### src/rtl/e10_mon_pkg.sv
// Shared types and constants for the e10 response monitor.
package e10_mon_pkg;
  localparam int unsigned Y_W       = 13;
  localparam int unsigned SIG_W     = 16;
  localparam int unsigned EVT_CNT_W = 16;
  localparam logic [SIG_W-1:0] POLY_DEF = 16'h1021;

  typedef enum logic [1:0] {IDLE, CAPTURE, DONE} state_t;

  // Event-FIFO entry layout for the default cycle-index width.
  typedef struct packed {
    logic [EVT_CNT_W-1:0] cyc_idx;
    logic [Y_W-1:0]       y;
  } evt_t;
endpackage

### src/rtl/e10_evt_fifo.sv
// Synchronous show-ahead FIFO with occupancy count and registered valid/full flags.
module e10_evt_fifo #(
  parameter int unsigned W     = 29,
  parameter int unsigned DEPTH = 8
) (
  input  logic                       clk,
  input  logic                       rst,
  input  logic                       flush_i,
  input  logic                       push_i,
  input  logic                       pop_i,
  input  logic [W-1:0]               data_i,
  output logic [W-1:0]               data_o,
  output logic                       valid_o,
  output logic                       full_o,
  output logic [$clog2(DEPTH+1)-1:0] count_o
);
  localparam int unsigned AW = $clog2(DEPTH);
  localparam int unsigned CW = $clog2(DEPTH+1);

  logic [W-1:0]  mem_q [DEPTH];
  logic [AW-1:0] rd_ptr_q, rd_ptr_d, wr_ptr_q, wr_ptr_d;
  logic [CW-1:0] count_q, count_d;
  logic          valid_q, full_q;
  logic          do_push, do_pop;

  // A full FIFO still accepts a push when the head leaves in the same cycle.
  assign do_pop  = pop_i & valid_q;
  assign do_push = push_i & (~full_q | do_pop);

  always_comb begin
    rd_ptr_d = rd_ptr_q;
    wr_ptr_d = wr_ptr_q;
    count_d  = count_q;
    if (flush_i) begin
      rd_ptr_d = '0;
      wr_ptr_d = '0;
      count_d  = '0;
    end else begin
      if (do_push) wr_ptr_d = wr_ptr_q + AW'(1);
      if (do_pop)  rd_ptr_d = rd_ptr_q + AW'(1);
      case ({do_push, do_pop})
        2'b10:   count_d = count_q + CW'(1);
        2'b01:   count_d = count_q - CW'(1);
        default: count_d = count_q;
      endcase
    end
  end

  always_ff @(posedge clk or posedge rst) begin
    if (rst) begin
      rd_ptr_q <= '0;
      wr_ptr_q <= '0;
      count_q  <= '0;
      valid_q  <= 1'b0;
      full_q   <= 1'b0;
    end else begin
      rd_ptr_q <= rd_ptr_d;
      wr_ptr_q <= wr_ptr_d;
      count_q  <= count_d;
      valid_q  <= (count_d != '0);
      full_q   <= (count_d == CW'(DEPTH));
    end
  end

  always_ff @(posedge clk) begin
    if (do_push && !flush_i) mem_q[wr_ptr_q] <= data_i;
  end

  assign data_o  = mem_q[rd_ptr_q];
  assign valid_o = valid_q;
  assign full_o  = full_q;
  assign count_o = count_q;
endmodule

### src/rtl/e10_resp_monitor.sv
// Capture stage for the e10 controller: MISR signature, activity mask,
// all-zero watchdog and change-event logging over a programmed window.
module e10_resp_monitor
  import e10_mon_pkg::*;
#(
  parameter int unsigned      CNT_W      = 16,
  parameter int unsigned      DEPTH      = 8,
  parameter logic [SIG_W-1:0] POLY       = POLY_DEF,
  parameter int unsigned      ZERO_LIMIT = 8
) (
  input  logic                       clk,
  input  logic                       rst,
  input  logic [Y_W-1:0]             y_in,
  input  logic                       start,
  input  logic                       clear,
  input  logic [CNT_W-1:0]           win_len,
  output logic                       busy,
  output logic                       done,
  output logic [SIG_W-1:0]           signature,
  output logic [Y_W-1:0]             ever_high,
  output logic                       zero_alarm,
  output logic                       evt_valid,
  input  logic                       evt_ready,
  output logic [CNT_W+Y_W-1:0]       evt_data,
  output logic                       evt_ovf,
  output logic [$clog2(DEPTH+1)-1:0] evt_count
);
  state_t           state_q, state_d;
  logic [CNT_W-1:0] win_len_q, win_len_d, cyc_idx_q, cyc_idx_d, zero_run_q, zero_run_d;
  logic [Y_W-1:0]   prev_q, prev_d, ever_high_q, ever_high_d;
  logic [SIG_W-1:0] sig_q, sig_d;
  logic             zero_alarm_q, zero_alarm_d, evt_ovf_q, evt_ovf_d;
  logic             busy_q, done_q;
  logic             push, flush, pop, fifo_full;

  assign pop = evt_valid & evt_ready;

  always_comb begin
    state_d      = state_q;
    win_len_d    = win_len_q;
    cyc_idx_d    = cyc_idx_q;
    zero_run_d   = zero_run_q;
    prev_d       = prev_q;
    ever_high_d  = ever_high_q;
    sig_d        = sig_q;
    zero_alarm_d = zero_alarm_q;
    evt_ovf_d    = evt_ovf_q;
    push         = 1'b0;
    flush        = 1'b0;

    case (state_q)
      IDLE, DONE: begin
        if (start) begin
          state_d      = (win_len == '0) ? DONE : CAPTURE;
          win_len_d    = win_len;
          cyc_idx_d    = '0;
          zero_run_d   = '0;
          prev_d       = '0;
          ever_high_d  = '0;
          sig_d        = '0;
          zero_alarm_d = 1'b0;
        end
      end
      CAPTURE: begin
        sig_d       = {sig_q[SIG_W-2:0], 1'b0} ^ (sig_q[SIG_W-1] ? POLY : '0) ^ SIG_W'(y_in);
        ever_high_d = ever_high_q | y_in;
        cyc_idx_d   = cyc_idx_q + CNT_W'(1);
        push        = (y_in != prev_q);
        prev_d      = y_in;
        if (y_in == '0) begin
          if (zero_run_q != '1) zero_run_d = zero_run_q + CNT_W'(1);
        end else begin
          zero_run_d = '0;
        end
        if (zero_run_d >= CNT_W'(ZERO_LIMIT)) zero_alarm_d = 1'b1;
        if (cyc_idx_q == win_len_q - CNT_W'(1)) state_d = DONE;
      end
      default: state_d = IDLE;
    endcase

    if (push && fifo_full && !pop) evt_ovf_d = 1'b1;

    // Clear beats start and any capture activity in the same cycle.
    if (clear) begin
      state_d      = IDLE;
      win_len_d    = '0;
      cyc_idx_d    = '0;
      zero_run_d   = '0;
      prev_d       = '0;
      ever_high_d  = '0;
      sig_d        = '0;
      zero_alarm_d = 1'b0;
      evt_ovf_d    = 1'b0;
      push         = 1'b0;
      flush        = 1'b1;
    end
  end

  always_ff @(posedge clk or posedge rst) begin
    if (rst) begin
      state_q      <= IDLE;
      win_len_q    <= '0;
      cyc_idx_q    <= '0;
      zero_run_q   <= '0;
      prev_q       <= '0;
      ever_high_q  <= '0;
      sig_q        <= '0;
      zero_alarm_q <= 1'b0;
      evt_ovf_q    <= 1'b0;
      busy_q       <= 1'b0;
      done_q       <= 1'b0;
    end else begin
      state_q      <= state_d;
      win_len_q    <= win_len_d;
      cyc_idx_q    <= cyc_idx_d;
      zero_run_q   <= zero_run_d;
      prev_q       <= prev_d;
      ever_high_q  <= ever_high_d;
      sig_q        <= sig_d;
      zero_alarm_q <= zero_alarm_d;
      evt_ovf_q    <= evt_ovf_d;
      busy_q       <= (state_d == CAPTURE);
      done_q       <= (state_d == DONE);
    end
  end

  e10_evt_fifo #(
    .W     (CNT_W + Y_W),
    .DEPTH (DEPTH)
  ) u_evt_fifo (
    .clk     (clk),
    .rst     (rst),
    .flush_i (flush),
    .push_i  (push),
    .pop_i   (pop),
    .data_i  ({cyc_idx_q, y_in}),
    .data_o  (evt_data),
    .valid_o (evt_valid),
    .full_o  (fifo_full),
    .count_o (evt_count)
  );

  assign busy       = busy_q;
  assign done       = done_q;
  assign signature  = sig_q;
  assign ever_high  = ever_high_q;
  assign zero_alarm = zero_alarm_q;
  assign evt_ovf    = evt_ovf_q;
endmodule

### config.mk
export PLATFORM = sky130hd
export DESIGN_NAME = e10_resp_monitor
export DESIGN_NICKNAME = d
export VERILOG_FILES = /design/src/rtl/e10_mon_pkg.sv /design/src/rtl/e10_evt_fifo.sv /design/src/rtl/e10_resp_monitor.sv
export SDC_FILE = /design/constraint.sdc
export NUM_CORES = 1
export LEC_CHECK = 0
export ABC_AREA = 1
export BUFFER_PORTS_ARGS = -buffer_cell sky130_fd_sc_hd__buf_2
export CORE_MARGIN = 2
export CORE_UTILIZATION = 45
export DETAILED_ROUTE_END_ITERATION = 16
export PLACE_DENSITY = 0.64
export RECOVER_POWER = 25
export SLEW_MARGIN = 40
export SYNTH_ARGS = -nofsm -noshare
export SYNTH_HDL_FRONTEND = slang
export SYNTH_SLANG_ARGS = --single-unit
### constraint.sdc
create_clock -name clk -period 3.69 [get_ports clk]
set_input_delay 0.738 -clock clk [delete_from_list [all_inputs] [get_ports clk]]
set_output_delay 0.738 -clock clk [all_outputs]
set_load 0.03 [all_outputs]
## After elaboration in Yosys (flattened, before gate mapping)

Memories as Yosys holds them, arrays and structs flattened.
Index checks and enable logic that the tools add are counted.

- Bits in registers: 108
- Bits in writable memories: 232
- Input bits: 34
- Output and inout bits: 67
- Word-level logic and storage cells: 105
- Memories: 1

Memory list:

| name | words | width | rd ports | clocked after Yosys merged registers in | wr ports | line | RTL |
|---|---|---|---|---|---|---|---|
| u_evt_fifo.mem_q | 8 | 29 | 1 | 0 | 1 | e10_evt_fifo.sv:20 | `logic [W-1:0] mem_q [DEPTH];` |

- Add/subtract/negate cells: 7
- Order comparisons: 1
- Eq/ne operators: 12
- Muxes and demuxes: 41
- Bitwise logic cells: 8
- Reduce and logical (&&, ||, !) cells: 19

Operators by type and width:

| kind | count |
|---|---|
| 2-to-1 mux 16 bit | 10 |
| case mux 16 bit (2 select lines) | 3 |
| 2-to-1 mux 13 bit | 4 |
| case mux 13 bit (2 select lines) | 2 |
| adder 16 x 1 -> 16 bit (second input constant) | 2 |
| XOR 16 x 13 -> 16 bit | 2 |
| equality test 16 bit | 1 |
| >= comparator 16 x 4 -> 1 bit (second input constant) | 1 |
| logical NOT 16 bit | 1 |
| inequality test 16 bit (second input constant) | 1 |
| subtractor 16 x 1 -> 16 bit (second input constant) | 1 |
| logical NOT 13 bit | 1 |
| inequality test 13 bit | 1 |
| bitwise OR 13 bit | 1 |
| 2-to-1 mux 3 bit | 4 |
| 2-to-1 mux 1 bit | 10 |
| nonzero test 2 bit | 5 |
| 2-to-1 mux 2 bit | 4 |
| case mux 4 bit (2 select lines) | 1 |
| adder 3 x 1 -> 3 bit (second input constant) | 2 |
| equality test 2 x 1 -> 1 bit (second input constant) | 3 |
| equality test 2 bit (second input constant) | 3 |
| inequality test 3 bit (second input constant) | 2 |
| adder 4 x 1 -> 4 bit (second input constant) | 1 |
| other kinds (16) | 22 |

## Depth between registers and ports, before layout

- Word-level depth: 8
- Mapped depth: 20
- Depth with buffers taken out: 19

## Cells and area by module

A second synthesis with hierarchy kept.

- Cell total of the unflattened synthesis: 1435
- Area total of the unflattened synthesis: 14901.8 µm²

By module, submodules not included:

| module | times used | cells each | area an instance (µm²) | seq. area each (µm²) |
|---|---|---|---|---|
| e10_evt_fifo | 1 | 783 | 9725.6 | 7267.0 |
| e10_resp_monitor | 1 | 652 | 5176.2 | 2402.3 |

## Least setup slack after synthesis

OpenSTA, ideal clock, no wires.

- Path kind: input to register
- From: input port y_in[11]
- To: memory u_evt_fifo.mem_q[0][0], enable pin
- Setup time: 0.415 ns
- Arrival time: 2.656 ns
- Required time: 3.275 ns
- Setup slack: 0.619 ns
- Stages: 9
- Buffers on the path: 1
- Cells stage by stage: inv_1 -> o22ai_1 -> nor2_1 -> nand2_1 -> nor3_1 -> nand2_1 -> nand4_1 -> buf_2 -> nor2_1

- Cells in the longest elaborated chain, start to end: 7

RTL lines:

| element | line | RTL |
|---|---|---|
| start, declared | e10_resp_monitor.sv:13 | `input logic [Y_W-1:0] y_in,` |
| inequality test 13 bit | e10_resp_monitor.sv:68 | `push = (y_in != prev_q);` |
| 2-to-1 mux 1 bit | e10_resp_monitor.sv:51 | `case (state_q)` |
| 2-to-1 mux 1 bit | e10_resp_monitor.sv:84 | `if (clear) begin` |
| bitwise AND 1 bit | e10_evt_fifo.sv:28 | `assign do_push = push_i & (~full_q \| do_pop);` |
| logical AND 1 bit | e10_evt_fifo.sv:66 | `if (do_push && !flush_i) mem_q[wr_ptr_q] <= data_i;` |
| 2-to-1 mux 1 bit | e10_evt_fifo.sv:66 |  |
| 2-to-1 mux 1 bit (implied by the code) | e10_evt_fifo.sv:66 |  |
| end, declared | e10_evt_fifo.sv:20 |  |

No other way between the ends.

## Worst setup path in the final report

- From: register u_evt_fifo.rd_ptr_q[1]
- To: output port evt_data[0]

- Cells in the longest elaborated chain, start to end: 1

RTL lines:

| element | line | RTL |
|---|---|---|
| start, declared | e10_evt_fifo.sv:21 | `logic [AW-1:0] rd_ptr_q, rd_ptr_d, wr_ptr_q, wr_ptr_d;` |
| start signal, assigned | e10_evt_fifo.sv:57 | `rd_ptr_q <= rd_ptr_d;` |
| memory (8 x 29 bit) | n/a |  |
| end, declared | e10_resp_monitor.sv:24 | `output logic [CNT_W+Y_W-1:0] evt_data,` |

No other way between the ends.

==> reports/summary.txt <==
Worst Hold Class = in2async
part of the power in the clock network = 35.9%
Worst Path Arrival = 2.56 ns
Distinct cells, synth = 47
total power density per cell area = 535.8 mW/mm²
DRC = 0
Die W = 185.4 µm
clock latency on the worst-skew pair = 0.50 ns
Hold Fails Final Rpt = 0
CTS Root Cell = sky130_fd_sc_hd__clkbuf_16
post-synthesis register bit count = 340
post-synthesis sequential area ratio = 65.32%
Comb power frac = 17.2%
count of warnings emitted by yosys = 0
Longest Clk Path Bufs = 3
most used routing layer = met2
upper clock frequency limit = 0.3036 GHz
element type at the critical path end = output pin
total wire length after detailed routing = 34.13 mm
chip height = 185.4 µm
Final setup viols = 0
number of buffers added by the clock tree synthesis step = 35
wire length of the first global-routing pass = 54.90 mm
syn nets = 1432
fill cell instance count of the final layout = 2795
net count reported at finish = 1530
CTS clk-pin slew, worst paths = 0.06 ns
CTS H-Tree Depth = 2
number of violations of the max-capacitance limit = 0
Internal = 0.006506 W
antenna violations before repair = 0
post-layout min period = 3.294 ns
delay-heaviest family, CP = buffers and inverters
Avg Synthesized Cell Area = 10.65 µm²
vias in the first global route = 10010
number of buffers added on ports = 100
share of synthesized flip-flops with an asynchronous set or reset = 31.76%
post-placement cell area = 0.01588 mm²
relative slew slack = 45.06%
HPWL after detailed placement = 20.82 mm
die area = 0.03436 mm²
fraction of power spent switching nets = 28.14%
Crit Path Category = reg2out
Core Region = 0.03245 mm²
IO Pins = 101
gpl congestion = 0.8087
Period Utilization, post-route = 89.26%
global routing usage summed across all routing layers = 20.49%
global-route track usage on met2 = 33.63%
number of buffers inserted for hold repair after clock tree synthesis = 0
skew final = 0.01206 ns
Max rail drop VDD = 0.3622 mV
crit path launch type = register
TNS Setup = 0 ns
clock tree from TritonCTS = yes
commonest non-fill, non-tap cell in the layout = sky130_fd_sc_hd__nor2_1
delay contributed by the slowest stage of the critical path = 0.57 ns
total number of clock tree sinks = 340
total standard cell area after synthesis = 0.01480 mm²
TritonRoute pass-1 iters = 5
CP Data Required Time = 2.95 ns
largest net degree at the start of global routing = 118
synthesized instance count = 1390
fraction of layout instances using a drive strength above 1 = 14.10%
commonest cells after routing, fill and taps aside = sky130_fd_sc_hd__nor2_1 (274), sky130_fd_sc_hd__edfxtp_1 (232), sky130_fd_sc_hd__o21ai_0 (164)
met3 usage = 3.048%
RSZ-0062 raised after global routing = no
switching component of the power = 0.002548 W
CTS resizes = 0
slowest cell on the critical path = sky130_fd_sc_hd__dfrtp_2
cell-by-cell listing of the critical path = inv_1 -> buf_4 -> o21ai_0 -> o22ai_1 -> nor2_1 -> a31oi_1 -> buf_2
fraction of met1 tracks used by global routing = 28.93%
top fanout value on the critical path = 34
final std cell area, no fill = 0.01690 mm²
Static Leak = 6.560 nW
count of buffers added by post-CTS timing repair for setup = 0
Top FF cell, synth = sky130_fd_sc_hd__edfxtp_1
worst path bufs/invs = 3
number of pins with negative max-slew slack in the final report = 0
area grow syn2layout = 14.15%
routed length per placed instance = 17.48 µm
relative contribution of sequential cells to total power = 46.9%
DR iter-0 viols = 858
number of flops mapped to enable cells by yosys = 232
Site Rows = 66
status = completed
starting utilization of the core area = 45.61%
number of inserted diodes = 0
remaining antenna violation count = 0
number of vias per cell = 5.313
number of vias after detailed routing = 10380
slew at the pin with the worst max-slew slack = 0.8217 ns
GR Overflow Total = 0
## path summary, 6_finish.rpt
check / startpoint / endpoint / slack [ns] / cells after the start
worst min register to register: ever_high[6] / ever_high[6] / 0.49 / 1
worst max-delay path: u_evt_fifo.rd_ptr_q[1] / evt_data[0] / 0.40 / 7
worst min-delay path: rst / win_len_q[6] / 0.38 / 2
worst max register to register: prev_q[8] / u_evt_fifo.full_o / 0.96 / 16
min in group clk: ever_high[6] / ever_high[6] / 0.49 / 1
max in group asynchronous: rst / signature[0] / 2.58 / 3
## stage by stage
| step | hold WS (ns) | cells | utilization [%] | setup slack (ns) | power [W] |
|---|---|---|---|---|---|
| 2_1_floorplan | 0.4708 | 1390 | - | 0.1064 | 0.005413 |
| 3_3_place_gp | 0.4742 | 1893 | 48.92 | 0.4633 | 0.005878 |
| 3_5_place_dp | 0.4754 | 1893 | 48.92 | 0.4027 | 0.005901 |
| 4_1_cts | 0.3966 | 1953 | 52.12 | 0.4253 | 0.009138 |
| 5_1_grt | 0.4338 | 1953 | 52.07 | 0.2668 | 0.009469 |
| 6_report | 0.3768 | 1953 | 52.07 | 0.3962 | 0.009053 |
## synth_stat cells (14+ instances only)
library cell / number / area [µm²]
sky130_fd_sc_hd__o21a_1: 14 / 105.1
sky130_fd_sc_hd__o22ai_1: 57 / 356.6
sky130_fd_sc_hd__edfxtp_1: 232 / 6967
sky130_fd_sc_hd__dfrtp_1: 108 / 2703
sky130_fd_sc_hd__a31oi_1: 31 / 193.9
sky130_fd_sc_hd__xnor2_1: 23 / 201.4
sky130_fd_sc_hd__nand3_1: 59 / 295.3
sky130_fd_sc_hd__nor2_1: 282 / 1059
sky130_fd_sc_hd__nand2_1: 129 / 484.2
sky130_fd_sc_hd__xor2_1: 28 / 245.2
sky130_fd_sc_hd__nand4_1: 14 / 87.58
sky130_fd_sc_hd__a21oi_1: 17 / 85.08
sky130_fd_sc_hd__inv_1: 80 / 300.3
sky130_fd_sc_hd__o21ai_0: 164 / 820.8
sky130_fd_sc_hd__clkbuf_1: 50 / 187.7
## logic make-up after synthesis
| logic type | Yosys count | share of synthesized area [%] |
|---|---|---|
| AO/OA/AOI/OAI | 298 | 11.22 |
| XOR/XNOR | 51 | 3.018 |
| adder cells (fa/ha/maj) | 8 | 0.6762 |
| buffers and inverters | 163 | 4.336 |
| flip-flops | 340 | 65.32 |
| AND/OR/NAND/NOR | 530 | 15.43 |
## registers in the layout, indices dropped and copies added (netlist names)
name                 count
busy                     1
cyc_idx_q               16
done                     1
ever_high               13
evt_ovf                  1
prev_q                  13
signature               16
state_q                  2
u_evt_fifo.count_o       4
u_evt_fifo.full_o        1
u_evt_fifo.mem_q       232
u_evt_fifo.rd_ptr_q      3
u_evt_fifo.valid_o       1
u_evt_fifo.wr_ptr_q      3
win_len_q               16
zero_alarm               1
zero_run_q              16
## power by group through the flow
stage | Clock [W] | Sequential [W] | Combinational, W
floorplan | 0 | 0.00436 | 0.00105
global placement | 0 | 0.00432 | 0.00156
detailed placement | 0 | 0.00432 | 0.00158
CTS | 0.00331 | 0.00425 | 0.00158
global route | 0.00347 | 0.00426 | 0.00174
finish | 0.00325 | 0.00425 | 0.00156
## area by class of cell
cell class | instances | area, µm² | share of cell area [%]
clock buffers | 43 | 905.9 | 5.361
clock inverters | 17 | 130.1 | 0.7701
flip-flops and latches | 340 | 9674 | 57.25
multi-input cells | 887 | 4519 | 26.75
well taps | 442 | 553.0 | 3.273
inverters | 96 | 370.4 | 2.192
repair buffers | 128 | 744.5 | 4.406
## routing by layer
layer | part of all wire (%) | routed length [µm]
met1 | 46 | 15820
met2 | 47 | 16030
met3 | 4.9 | 1677
met5 | 0 | 0
met4 | 1.8 | 609
Note: power is estimated with default switching activity, not from simulation.
